<file path="src/rtl/csa_mult_pipe.sv">
// Pipelined carry-save multiplier for the Tomasulo multiply unit: operand register,
// partial-product generation with 3:2 reduction, and a split carry-propagate add.
module csa_mult_pipe #(
    parameter int WIDTH = 32,
    parameter int TAG_W = 4
) (
    input  logic               clk,
    input  logic               rst,
    input  logic               flush,
    input  logic               in_valid,
    output logic               in_ready,
    input  logic               in_signed,
    input  logic [WIDTH-1:0]   in_a,
    input  logic [WIDTH-1:0]   in_b,
    input  logic [TAG_W-1:0]   in_tag,
    output logic               out_valid,
    input  logic               out_ready,
    output logic [2*WIDTH-1:0] out_product,
    output logic [TAG_W-1:0]   out_tag,
    output logic               busy
);
    localparam int unsigned NPP = WIDTH;
    localparam int PW = 2 * WIDTH;
    localparam logic [PW-1:0] CORR = {{(PW-1){1'b0}}, 1'b1} << (WIDTH - 1);

    logic stall;
    logic v1, v2, v3, vo;

    logic [WIDTH-1:0] a1, b1;
    logic             sg1;
    logic [TAG_W-1:0] t1, t2, t3;

    logic [PW-1:0] a_ext;
    logic [PW-1:0] rows [WIDTH+1];
    logic [PW-1:0] s_acc, c_acc, t_sum;
    logic [PW-1:0] sum2, carry2;

    logic [WIDTH:0]   lo_add;
    logic [WIDTH-1:0] lo3, hs3, hc3;
    logic             cy3;

    assign stall     = vo && !out_ready;
    assign in_ready  = !stall;
    assign out_valid = vo;
    assign busy      = v1 | v2 | v3 | vo;

    always_ff @(posedge clk) begin
        if (rst || flush) begin
            v1 <= 1'b0;
            v2 <= 1'b0;
            v3 <= 1'b0;
            vo <= 1'b0;
        end else if (!stall) begin
            v1 <= in_valid;
            v2 <= v1;
            v3 <= v2;
            vo <= v3;
        end
    end

    // Signed: the multiplier's top bit weighs -2^(W-1), so that row is
    // ~a_ext << (W-1) plus a constant 2^(W-1) correction row.
    always_comb begin
        a_ext = {{WIDTH{sg1 & a1[WIDTH-1]}}, a1};
        for (int unsigned i = 0; i < NPP; i++) begin
            if (sg1 && (i == NPP - 1))
                rows[i] = b1[i] ? ((~a_ext) << i) : '0;
            else
                rows[i] = b1[i] ? (a_ext << i) : '0;
        end
        rows[WIDTH] = (sg1 && b1[WIDTH-1]) ? CORR : '0;
        s_acc = rows[0];
        c_acc = '0;
        t_sum = '0;
        for (int unsigned i = 1; i <= NPP; i++) begin
            t_sum = s_acc ^ c_acc ^ rows[i];
            c_acc = ((s_acc & c_acc) | (s_acc & rows[i]) | (c_acc & rows[i])) << 1;
            s_acc = t_sum;
        end
    end

    // Final add is split low/high across two registers, giving 3 cycles accept-to-valid.
    assign lo_add = {1'b0, sum2[WIDTH-1:0]} + {1'b0, carry2[WIDTH-1:0]};

    always_ff @(posedge clk) begin
        if (!stall) begin
            a1     <= in_a;
            b1     <= in_b;
            sg1    <= in_signed;
            t1     <= in_tag;
            sum2   <= s_acc;
            carry2 <= c_acc;
            t2     <= t1;
            lo3    <= lo_add[WIDTH-1:0];
            cy3    <= lo_add[WIDTH];
            hs3    <= sum2[PW-1:WIDTH];
            hc3    <= carry2[PW-1:WIDTH];
            t3     <= t2;
        end
    end

    always_ff @(posedge clk) begin
        if (rst) begin
            out_product <= '0;
            out_tag     <= '0;
        end else if (!stall) begin
            out_product <= {hs3 + hc3 + {{(WIDTH-1){1'b0}}, cy3}, lo3};
            out_tag     <= t3;
        end
    end
endmodule

</file>
<file path="config.mk">
export PLATFORM = sky130hd
export DESIGN_NAME = csa_mult_pipe
export DESIGN_NICKNAME = d
export VERILOG_FILES = /design/src/rtl/csa_mult_pipe.sv
export SDC_FILE = /design/constraint.sdc
export NUM_CORES = 2
export LEC_CHECK = 0
export BUFFER_PORTS_ARGS = -buffer_cell sky130_fd_sc_hd__buf_2
export CAP_MARGIN = 15
export CORE_MARGIN = 5
export CORE_UTILIZATION = 58
export CTS_CLUSTER_DIAMETER = 150
export CTS_CLUSTER_SIZE = 40
export DETAILED_ROUTE_END_ITERATION = 10
export PLACE_DENSITY_LB_ADDON = 0.2
export SETUP_SLACK_MARGIN = 0.3
export SLEW_MARGIN = 0
export SYNTH_ARGS = -nofsm -noshare
export SYNTH_HDL_FRONTEND = slang
export SYNTH_SLANG_ARGS = --single-unit
</file>
<file path="constraint.sdc">
create_clock -name clk -period 36.4 [get_ports clk]
set_clock_uncertainty 0.2 [all_clocks]
set_input_delay 1.82 -clock clk [delete_from_list [all_inputs] [get_ports clk]]
set_output_delay 1.82 -clock clk [all_outputs]
set_load 0.05 [all_outputs]
</file>
==> reports/metrics.cfg <==
[global_routing]
antenna_found_initial = 0
grt_pass1_wl_um = 116000
grt_overflow_total = 0
grt_max_degree = 71
grt_pass1_vias = 25800
grt.total_usage = 0.180

[routing]
ant_nets = 0
first_pass_iters = 7
wl_per_cell_um = 14.8
drt-initial-drc-count = 969
num_vias = 23700
drt_wl_total_um = 64400
drc_errors = 0
viasPerCell = 5.46

[yosys]
synth_top_cell_by_area = fa_1
synthFlopType = edfxtp_1
syn-num-nets = 4674
ys_types = 66
synth_enable_flop_cells = 269
synth_top_area_share = 0.499
async_flop_share = 0
seq_area_frac_synth = 0.240
syn_area_um2 = 39700
ys.warnings.count = 0
syn_inst = 3516
netlist_top_cells_area = fa_1, edfxtp_1, nand2_1
post-synth-top-count-cell = nand2_1
ys_seq_elements = 341
avgSynthCellArea_um2 = 11.3
synth_commonest_cells = nand2_1, fa_1, inv_1

[floorplanning]
initial_core_util = 0.587
core_area_um2 = 67500
dieArea_um2 = 73700
dieHeight_um = 271
dieWidth_um = 271
num_io_pins = 145
rows = 95

[timing]
rsz0062_at_grt = no
setup_tns_ns = 0
finalMaxSlewViolations = 0
worstMarginPinSlew_ns = 1.16
post-route-period-util = 0.470
slew_headroom = 0.224
post-route-min-period_ns = 17.11
setup_viol = 0
max_freq_mhz = 58.5
final_hold_viol_count = 0

[worst_setup_path]
cp_max_fo = 32
worstSetupPathType = reg2reg
worstPathRequired_ns = 36.50
rr_endpoint = sum2[60]
crit_path_top_delay_cell = edfxtp_1
cp-end-kind = flop
r2r_slack_ns = 19.29
crit_arrival_ns = 17.20
critical_path.startpoint = b1[2]
r2r_cells = 38
r2r-start = b1[2]
max_stage_delay_ns = 1.10
path_common_cell = fa_1
setup.worst_path.start_class = flop

[clock_network]
ctsResizeCount = 0
cts_hold_buf = 0
clockBufferDepth = 3
cts_tree = done
clk_latency_ns = 0.53
post_cts_buffers = 0
cts_sinks = 341
numCtsBuffers = 13
htree_levels = 1
root_buffer = clkbuf_16
clkTransAtPathRegs_ns = 0.13

[worst_hold_path]
hold_class = reg2reg
hp-start = carry2[58]
min_path_cells = 0
worstHoldEndpoint = hc3[26]

[layout]
diodes = 0
drive_gt1_frac = 0.0620
fillers = 5491
fin_nets = 4619
area_growth_pct = 4.85

[place]
hpwlAfterDp_um = 54100
gp_congestion = 0.845
port_buffers = 144

[run_status]
status = finished, final reports clean

[run]
drv_cap = 0

worst max-delay path: cells and delay by family (launching register included):
family	cells	cell delay (ns)
XOR/XNOR	1	0.14
adder cells (fa/ha/maj)	30	14.64
buffers and inverters	5	0.34
flip-flops	1	1.10
AND/OR/NAND/NOR	2	0.45
per-layer routing:
| metal | track usage | vias to the layer above | part of all wire |
|---|---|---|---|
| met4 | 0.0243 | 0 | 0.013 |
| li1 | - | 10600 | - |
| met3 | 0.0174 | 48 | 0.028 |
| met5 | 0 | - | 0 |
| met2 | 0.337 | 250 | 0.55 |
| met1 | 0.237 | 12800 | 0.41 |
layout by cell type (no fill, tap or decap), types with 17 or more instances in the layout:
cell	instances
o21ai_0	22
edfxtp_1	269
buf_16	17
xor2_1	40
and3_1	30
nand2_1	1014
buf_4	17
fa_1	989
dfxtp_1	72
inv_1	340
a21oi_1	78
buf_2	144
nor2_1	35
xnor2_1	17
ha_1	95
and2_1	131
flip-flops by register name, summed over array words and instances, names as in the netlist, 4 cells and up:
signal / count
out_product: 64
sum2: 64
a1: 32
b1: 32
carry2: 32
hc3: 32
hs3: 32
lo3: 32
out_tag: 4
t1: 4
t2: 4
t3: 4
cell type report:
type	instances	area (um2)	area share
clock buffers	17	340	0.00818
flip-flops and latches	341	9520	0.229
repair buffers	180	1350	0.0324
inverters	341	1290	0.0310
well taps	873	1090	0.0263
multi-input cells	2584	27900	0.672
clock inverters	3	68.8	0.00165
worst max path at each step:
stage | end | slack, ns | cells past startpoint
floorplan | sum2[32] | 20.25 | 39
global placement | sum2[60] | 19.46 | 38
detailed placement | sum2[60] | 19.20 | 38
CTS | sum2[60] | 19.22 | 38
global route | sum2[60] | 18.78 | 38
finish | sum2[60] | 19.29 | 38
kinds of logic after synthesis:
kind of cell | Yosys count | synth area share
XOR/XNOR | 57 | 0.0126
AND/OR/NAND/NOR | 1271 | 0.134
buffers and inverters | 591 | 0.0560
AO/OA/AOI/OAI | 167 | 0.0266
flip-flops | 341 | 0.240
multiplexers | 5 | 0.00129
adder cells (fa/ha/maj) | 1084 | 0.529
metrics by stage:
step / cells / instance area (um2) / hold WS (ns) / util / setup slack, ns
6_report: 4339 / 41600 / 0.230 / 0.616 / 19.29
5_1_grt: 4339 / 41600 / 0.243 / 0.616 / 18.78
4_1_cts: 4320 / 41100 / 0.229 / 0.609 / 19.22
3_5_place_dp: 4300 / 40700 / 0.205 / 0.602 / 19.20
3_3_place_gp: 4300 / 40700 / 0.200 / 0.602 / 19.46
2_1_floorplan: 3516 / 39700 / 0.200 / - / 20.25
Power is not shown: default switching activity piles up to over one toggle a cycle in this logic, so the estimate is an artifact.
